$ cat config.mk
export PLATFORM = sky130hd
export DESIGN_NAME = store_halfword_serializer
export DESIGN_NICKNAME = d
export VERILOG_FILES = /design/src/rtl/store_pkg.sv /design/src/rtl/store_lane_mux.sv /design/src/rtl/store_halfword_serializer.sv
export SDC_FILE = /design/constraint.sdc
export NUM_CORES = 1
export LEC_CHECK = 0
export ABC_CLOCK_PERIOD_IN_PS = 3900
export BUFFER_PORTS_ARGS = -buffer_cell sky130_fd_sc_hd__buf_2
export CAP_MARGIN = 20
export CELL_PAD_IN_SITES_DETAIL_PLACEMENT = 1
export CELL_PAD_IN_SITES_GLOBAL_PLACEMENT = 1
export CORE_MARGIN = 1
export CORE_UTILIZATION = 39
export DETAILED_ROUTE_END_ITERATION = 7
export PLACE_DENSITY = 0.81
export SETUP_SLACK_MARGIN = 0.02
export SLEW_MARGIN = 20
export SYNTH_ARGS = -nofsm -noshare
export SYNTH_HDL_FRONTEND = slang
export SYNTH_SLANG_ARGS = --single-unit
$ cat constraint.sdc
create_clock -name clk -period 3.9 [get_ports clk]
set_clock_uncertainty 0.15 [all_clocks]
set_input_delay 0.585 -clock clk [delete_from_list [all_inputs] [get_ports clk]]
set_output_delay 0.585 -clock clk [all_outputs]
set_load 0.005 [all_outputs]
$ cat src/rtl/store_pkg.sv
// Shared definitions for the store path: access-size encodings, the serializer
// state encoding, and the alignment check used when a request is accepted.
package store_pkg;

    localparam logic [1:0] SIZE_BYTE = 2'b00;
    localparam logic [1:0] SIZE_HALF = 2'b01;
    localparam logic [1:0] SIZE_WORD = 2'b10;

    typedef enum logic [2:0] {
        StIdle  = 3'd0,
        StBeat0 = 3'd1,
        StBeat1 = 3'd2,
        StResp  = 3'd3,
        StErr   = 3'd4
    } state_t;

    // Size 2'b11 is not a legal access and is reported the same way as a misaligned one.
    function automatic logic is_misaligned(input logic [1:0] size, input logic [1:0] addr_lo);
        logic bad;
        case (size)
            SIZE_BYTE: bad = 1'b0;
            SIZE_HALF: bad = addr_lo[0];
            SIZE_WORD: bad = (addr_lo != 2'b00);
            default:   bad = 1'b1;
        endcase
        return bad;
    endfunction

endpackage

$ cat src/rtl/store_lane_mux.sv
// Combinational lane steering for a 16-bit data-memory port.
// Ports:
//   size  - access size (byte/half/word)
//   addr0 - byte address bit 0 (selects the lane of a byte store)
//   beat  - 0 for the first beat, 1 for the second beat of a word store
//   data  - 32-bit register data
//   wdata - 16-bit lane data for this beat
//   be    - byte enables, bit1 = [15:8], bit0 = [7:0]
module store_lane_mux
    import store_pkg::*;
#(
    parameter bit BIG_ENDIAN = 1'b0
) (
    input  logic [1:0]  size,
    input  logic        addr0,
    input  logic        beat,
    input  logic [31:0] data,
    output logic [15:0] wdata,
    output logic [1:0]  be
);

    logic hi_lane;
    logic hi_half_first;

    // Even byte addresses land in the low lane for little-endian, high lane for big-endian.
    assign hi_lane       = addr0 ^ BIG_ENDIAN;
    // Which half of a word goes out on this beat.
    assign hi_half_first = beat ^ BIG_ENDIAN;

    always_comb begin
        wdata = 16'h0000;
        be    = 2'b00;
        case (size)
            SIZE_BYTE: begin
                wdata = {data[7:0], data[7:0]};
                be    = hi_lane ? 2'b10 : 2'b01;
            end
            SIZE_HALF: begin
                wdata = data[15:0];
                be    = 2'b11;
            end
            SIZE_WORD: begin
                wdata = hi_half_first ? data[31:16] : data[15:0];
                be    = 2'b11;
            end
            default: begin
                wdata = 16'h0000;
                be    = 2'b00;
            end
        endcase
    end

endmodule

$ cat src/rtl/store_halfword_serializer.sv
// Narrows 32-bit CPU stores (sb/sh/sw) onto a 16-bit data-memory write port.
// Word stores go out as two halfword beats; byte/half stores are a single beat
// with lane strobes. Misaligned or illegal requests get an error response and
// write nothing.
// Ports:
//   clk, rst_n                   - clock, synchronous active-low reset
//   req_valid/req_ready          - request handshake from the MEM stage
//   req_addr/req_data/req_size   - byte address, register data, access size
//   mem_valid/mem_ready          - write beat handshake to data RAM
//   mem_addr/mem_wdata/mem_be    - halfword address, write data, byte enables
//   resp_valid/resp_err          - one-cycle completion pulse and error flag
module store_halfword_serializer
    import store_pkg::*;
#(
    parameter int unsigned ADDR_W     = 32,
    parameter bit          BIG_ENDIAN = 1'b0
) (
    input  logic              clk,
    input  logic              rst_n,
    input  logic              req_valid,
    output logic              req_ready,
    input  logic [ADDR_W-1:0] req_addr,
    input  logic [31:0]       req_data,
    input  logic [1:0]        req_size,
    output logic              mem_valid,
    input  logic              mem_ready,
    output logic [ADDR_W-2:0] mem_addr,
    output logic [15:0]       mem_wdata,
    output logic [1:0]        mem_be,
    output logic              resp_valid,
    output logic              resp_err
);

    localparam logic [ADDR_W-2:0] HalfwordStep = {{(ADDR_W-2){1'b0}}, 1'b1};

    state_t      state;
    logic [31:0] data_q;
    logic [1:0]  size_q;
    logic        addr0_q;

    logic [1:0]  mux_size;
    logic        mux_addr0;
    logic        mux_beat;
    logic [31:0] mux_data;
    logic [15:0] mux_wdata;
    logic [1:0]  mux_be;

    // The mux always computes the payload of the *next* beat: in idle it looks at the
    // incoming request (first beat), otherwise at the latched request (second beat).
    always_comb begin
        if (state == StIdle) begin
            mux_size  = req_size;
            mux_addr0 = req_addr[0];
            mux_beat  = 1'b0;
            mux_data  = req_data;
        end else begin
            mux_size  = size_q;
            mux_addr0 = addr0_q;
            mux_beat  = 1'b1;
            mux_data  = data_q;
        end
    end

    store_lane_mux #(
        .BIG_ENDIAN (BIG_ENDIAN)
    ) u_lane_mux (
        .size  (mux_size),
        .addr0 (mux_addr0),
        .beat  (mux_beat),
        .data  (mux_data),
        .wdata (mux_wdata),
        .be    (mux_be)
    );

    // Payload registers are only written on entry to a beat state, so they stay
    // stable for as long as a beat is stalled.
    always_ff @(posedge clk) begin
        if (!rst_n) begin
            state      <= StIdle;
            req_ready  <= 1'b0;
            mem_valid  <= 1'b0;
            mem_addr   <= '0;
            mem_wdata  <= 16'h0000;
            mem_be     <= 2'b00;
            resp_valid <= 1'b0;
            resp_err   <= 1'b0;
            data_q     <= 32'h0;
            size_q     <= 2'b00;
            addr0_q    <= 1'b0;
        end else begin
            unique case (state)
                StIdle: begin
                    req_ready <= 1'b1;
                    if (req_valid && req_ready) begin
                        req_ready <= 1'b0;
                        data_q    <= req_data;
                        size_q    <= req_size;
                        addr0_q   <= req_addr[0];
                        if (is_misaligned(req_size, req_addr[1:0])) begin
                            state      <= StErr;
                            resp_valid <= 1'b1;
                            resp_err   <= 1'b1;
                        end else begin
                            state     <= StBeat0;
                            mem_valid <= 1'b1;
                            mem_addr  <= req_addr[ADDR_W-1:1];
                            mem_wdata <= mux_wdata;
                            mem_be    <= mux_be;
                        end
                    end
                end
                StBeat0: begin
                    if (mem_ready) begin
                        if (size_q == SIZE_WORD) begin
                            state     <= StBeat1;
                            mem_addr  <= mem_addr + HalfwordStep;
                            mem_wdata <= mux_wdata;
                            mem_be    <= mux_be;
                        end else begin
                            state      <= StResp;
                            mem_valid  <= 1'b0;
                            resp_valid <= 1'b1;
                            resp_err   <= 1'b0;
                        end
                    end
                end
                StBeat1: begin
                    if (mem_ready) begin
                        state      <= StResp;
                        mem_valid  <= 1'b0;
                        resp_valid <= 1'b1;
                        resp_err   <= 1'b0;
                    end
                end
                StResp, StErr: begin
                    state      <= StIdle;
                    req_ready  <= 1'b1;
                    resp_valid <= 1'b0;
                    resp_err   <= 1'b0;
                end
                default: begin
                    state      <= StIdle;
                    req_ready  <= 1'b0;
                    mem_valid  <= 1'b0;
                    resp_valid <= 1'b0;
                    resp_err   <= 1'b0;
                end
            endcase
        end
    end

endmodule

-- Yosys cells after proc, flatten, opt, wreduce, memory -nomap -nowiden
Cells that the tools add are included.
- multiplexer cells: 47
- $add $sub $neg: 1
- reductions and logical operators: 14
- equality and inequality tests: 16
- bitwise gates (word level): 1
- operators with widths (operator ; number):
    $mux 31 ; 4
    $mux 16 ; 5
    $pmux 31 s2 ; 1
    $pmux 16 s3 ; 1
    $mux 32 ; 1
    $pmux 16 s2 ; 1
    $add 31x1->31 const B ; 1
    $mux 1 ; 16
    $mux 2 ; 6
    $mux 3 ; 4
    $pmux 1 s3 ; 4
    $ne 2x2->1 const B ; 5
    $reduce_and 5->1 ; 2
    $pmux 3 s3 ; 1
    $pmux 2 s2 ; 2
    $eq 2x2->1 const B ; 3
    $eq 3x2->1 const B ; 2
    $reduce_and 6->1 ; 1
    $reduce_or 2->1 ; 3
    $eq 2x1->1 const B ; 2
    $logic_not 2->1 ; 2
    $ne 2x1->1 const B ; 2
    $pmux 1 s4 ; 1
    $reduce_bool 2->1 ; 2
    other kinds (7) ; 7
- output and inout bits: 53
- bits in registers: 91
- logic and storage cells: 90
- bits of input ports: 70

-- Depth between registers and ports, before layout
- depth in word-level cells: 8
- mapped depth: 15
- gate-level depth less buffers: 10

-- By module
A second synthesis with hierarchy kept.
- cells, all modules: 713
- area total of the unflattened synthesis: 5168.7 sq um
- modules (own cells, without submodules) (module ; instances ; area an instance (sq um) ; sequential area each (sq um) ; cells an instance):
    store_halfword_serializer ; 1 ; 4652.0 ; 1821.7 ; 648
    store_lane_mux ; 1 ; 516.7 ; 0.0 ; 65

-- Worst setup path after synthesis
No wires, ideal clock.
- path kind: register to register
- start: register state[1]
- end: register mem_wdata[0]
- data arrival time: 2.959 ns
- slack: 0.721 ns
- clock period less this slack: 3.179 ns
- data required time: 3.680 ns
- buffers on the path: 5
- library setup time: 0.070 ns
- stages on the path, launching flop included: 16
- cell sequence: dfxtp_1 buf_2 or3_1 clkbuf_1 clkbuf_1 nand2_1 nand2_1 inv_1 ha_1 clkbuf_1 or2_2 clkbuf_1 o21a_1 a22oi_1 or3_1 a21oi_1
- word-level cells in the longest chain between the ends: 7
- elaborated cells between the ends (all ways): 20
- classes of those cells: eq/ne: 7; mux: 9; reduce/logical: 4
- ends and longest elaborated chain (element ; RTL line ; RTL):
    from (decl) ; store_halfword_serializer.sv:36 ; state_t state;
    from (signal assigned) ; store_halfword_serializer.sv:79 ; state <= StIdle;
    from (signal assigned) ; store_halfword_serializer.sv:100 ; state <= StErr;
    from (signal assigned) ; store_halfword_serializer.sv:104 ; state <= StBeat0;
    $logic_not 3->1 ; store_halfword_serializer.sv:51, store_halfword_serializer.sv:91 ;
    $mux 2 or $mux 32 (tied branches) ; store_halfword_serializer.sv:51 ; if (state == StIdle) begin
    $eq 2x2->1 (tied with other cells) ; store_lane_mux.sv:33 ; case (size)
    $pmux 16 s3 ; store_lane_mux.sv:33 ;
    $mux 16, on equally long branches ; store_halfword_serializer.sv:114, store_halfword_serializer.sv:99 ;
    $mux 16, on equally long branches ; store_halfword_serializer.sv:113, store_halfword_serializer.sv:94 ;
    $pmux 16 s2 ; store_halfword_serializer.sv:91 ; unique case (state)
    to (signal assigned) ; store_halfword_serializer.sv:107 ; mem_wdata <= mux_wdata;
    to (signal assigned) ; store_halfword_serializer.sv:117 ; mem_wdata <= mux_wdata;
    to (decl) ; store_halfword_serializer.sv:28 ; output logic [15:0] mem_wdata,
Parallel ways exist; a longest one is shown, timed or not. The select of a mux whose other input is x is not followed.
A chain may end at the register's enable or synchronous reset.

-- Worst setup path in the final report
Ends and elaborated chain as after synthesis.

==> out/qor.yml <==
logic_synthesis:
  avgSynthCellArea_sq_um: 7.639
  synth_cell_types: 63
  synth_top_area_share_pct: 36.92
  synth-async-reset-ratio_pct: 0
  yosys_most_used_dff: "dfxtp_1"
  syn_inst: 646
  synth_edf_count: 0
  syn-cell-area_sq_um: 4935
  yosysTopAreaCell: "dfxtp_1"
  ys_top_cells_by_area: "dfxtp_1 (37%), nand2_1 (10%), a21oi_1 (9.5%), clkbuf_1 (2.8%), o21ai_0 (2.7%)"
  yosysWarningCount: 0
  syn_nets: 723
  seq_area_frac_synth_pct: 36.92
  synth_seq_cells: 91
cells_and_area:
  fin_area_sq_um: 5924
  post_layout_nonfiller_instances: 906
  postLayoutCoreUtil_pct: 48.71
  layout-drive-gt1-share_pct: 23.58
  n_antenna_cell: 0
  areaGrowthSynthToFinish_pct: 20.06
  final_nets: 810
grt:
  grt_max_degree: 48
  antenna_found_initial: 0
  grt_usage_pct: 25.75
  grt_first_pass_wirelength_mm: 26.52
  grt_pass1_vias: 5169
  globalRouteOverflowTotal: 0
worst_setup_path:
  start_kind: "register"
  path_max_fanout: 19
  max_stage_delay_ps: 690
  timing.rr.start: "state[1]"
  critPathBufInv: 2
  timing.rr.end: "mem_wdata[0]"
  path_cells: "nor3_2 > buf_4 > nand2_1 > nand2_1 > inv_1 > ha_1 > or2_2 > o21a_1 > a22oi_1 > or3_1 > a21oi_1"
  worst_r2r_path_depth: 11
  slowest_stage: "dfxtp_1"
  crit_top_cell: "nand2_1"
  cp.required_ps: 4020
  worstPathArrival_ps: 3340
  cp_top_family: "simple AND/OR/NAND/NOR gates"
  r2r_setup_slack_ps: 680
  end_kind: "register"
  path_class: "reg2reg"
drt:
  finalWirelength_mm: 16.67
  routedWlPerCell_microns: 18.40
  vias: 5253
  drc: 0
  avgViaCountPerCell: 5.798
  ant_nets: 0
  first_pass_iters: 5
  drtIter0Drc: 355
clocking:
  cts_setup_buffers: 0
  cts_hold_buf: 0
  ctsLongestPathBuffers: 2
  clk_pin_slew_ps: 60
  htreeDepth: 3
  cts_inserted_buffers: 9
  clock_latency_ps: 350
  root_buffer: "clkbuf_16"
  clkSinkCount: 91
  cts_tree: "built"
  ctsResizeCount: 0
sta:
  fin_hold_ws_ps: 307.4
  finalCritPeriodShare_pct: 82.53
  hold_viol: 0
  fin_crit_ps: 3219
  tns_ps: 0
  timing.fmax_mhz: 310.7
  slew-limit-headroom_pct: 36.36
  layout_setup_ws_ps: 681.2
  worst_pin_slew_ps: 954.7
  rsz0062_at_grt: "no"
  slew_viol_final: 0
  setup_viol: 0
flow_run:
  drv_cap: 0
place:
  post-place-ws_ps: 765.4
  dp.cells: 889
  io_buffer_count: 122
  dp_hpwl_mm: 12.06
  dpl-instance-area_sq_um: 5588
  gp_congestion: 0.8846
status:
  status: "finished, final reports clean"
min_path:
  hold_end: "mem_wdata[2]"
  hold_start: "mem_wdata[2]"
  hp-class: "reg2reg"
  hold_depth: 2
floorplanning:
  die_w_microns: 114.5
  fp.dieArea_sq_um: 13110
  rows: 40
  io_pins: 123
  die_h_microns: 114.5
  start_util_pct: 40.58
  core_area_sq_um: 12160
power:
  ir_worst_vdd_uv: 258.0
  p_clk_share_pct: 27.2
  p_sw_share_pct: 37.83
  power-per-cell-area_nw_per_um2: 585.1
  switching_power_mw: 1.312
  seqPwrFrac_pct: 37.5
  p_total_mw: 3.467
  leakage_nw: 2.358
  p_int_mw: 2.155
  combPwrFrac_pct: 35.3
kinds of logic (layout without fill, tap and decap cells):
logic type	Yosys count	after routing	synth area share, %
adder cells (fa/ha/maj)	7	7	1.775
flip-flops	91	91	36.92
multiplexers	11	11	2.460
AND/OR/NAND/NOR	264	264	25.58
AO/OA/AOI/OAI	209	209	27.28
buffers and inverters	64	156	5.984
cell usage in the layout (no fill, tap or decap), drive strengths merged, types with 6 or more instances in the layout:
master and instances:
nor4 6, a22oi 7, a222oi 8, nand4 12
a21oi 94, o21ai 28, or3 20, dfxtp 91
buf 132, nor3 10, and2 7, inv 9
clkbuf 12, nand3 15, ha 7, a22o 15
nand2 131, nor2 34, nand2b 7, o22ai 6
mux2 9
power groups by stage:
stage          clock network, mW  registers [mW]  logic (mW)
5_1_grt                    0.991            1.32        1.35
6_report                   0.942            1.30        1.22
2_1_floorplan                  0            1.25       0.833
3_3_place_gp                   0            1.30        1.15
3_5_place_dp                   0            1.32        1.20
4_1_cts                    0.955            1.30        1.21
registers in the layout, summed over array words and instances, names as in the netlist:
signal and cells:
mem_valid 1, mem_wdata 16, mem_be 2, mem_addr 31
resp_valid 1, data_q 32, state 3, resp_err 1
addr0_q 1, size_q 2, req_ready 1
area by class of cell:
type                    count  area [sq um]
repair buffers            132         701.9
clock buffers              12         266.5
fillers                  1544          6237
inverters                   8         30.03
well taps                 168         210.2
flip-flops and latches     91          1822
clock inverters             4         56.30
multi-input cells         491          2838
worst max path at each step:
stage                     startpoint      endpoint  slack, ps  depth (start not counted)
after floorplan             state[1]  mem_wdata[0]        720                         15
after global placement      state[1]  mem_wdata[0]        980                          9
after detailed placement    state[1]  mem_wdata[0]        770                         11
after CTS                   state[1]  mem_wdata[0]        730                         11
after global routing        state[1]  mem_wdata[0]        430                         11
final                       state[1]  mem_wdata[0]        680                         11
worst register-to-register path, cell delays in order, from the launching register on:
cell and delay [ps]:
dfxtp_1 690, nor3_2 120, buf_4 240, nand2_1 90
nand2_1 100, inv_1 120, ha_1 480, or2_2 310
o21a_1 230, a22oi_1 110, or3_1 320, a21oi_1 180
Yosys cell counts, types with 2 or more instances:
cell	n
nor2b_1	3
o221a_2	5
o211ai_1	5
nand3b_1	4
clkbuf_1	37
a21o_1	2
nand4_1	11
or2_2	2
buf_2	10
a22oi_1	7
nor3b_1	2
o2111ai_1	2
o31a_1	4
inv_1	7
a222oi_1	8
o21ai_0	27
a21oi_1	94
nor4_1	5
ha_1	7
a22o_1	15
o21a_1	4
and4_1	3
nor3_1	10
a311oi_1	2
and3_1	5
dfxtp_1	91
o31ai_1	5
nand2b_1	7
o22ai_1	6
nand3_1	15
nand2_1	131
and2_1	5
or3_1	20
nor2_1	34
mux2i_1	2
and2_0	2
mux2_2	9
a31oi_1	4
a211oi_1	2
buf_6	2
a41oi_1	2
buf_4	5
a221oi_1	2
a32o_1	2
per-layer routing:
metal | wire length, microns | global-route usage [%]
met4 | 393 | 9.610
met1 | 7607 | 33.45
met5 | 0 | 0
met2 | 7848 | 43.15
met3 | 822 | 3.864
Note: power is estimated with default switching activity, not from simulation.
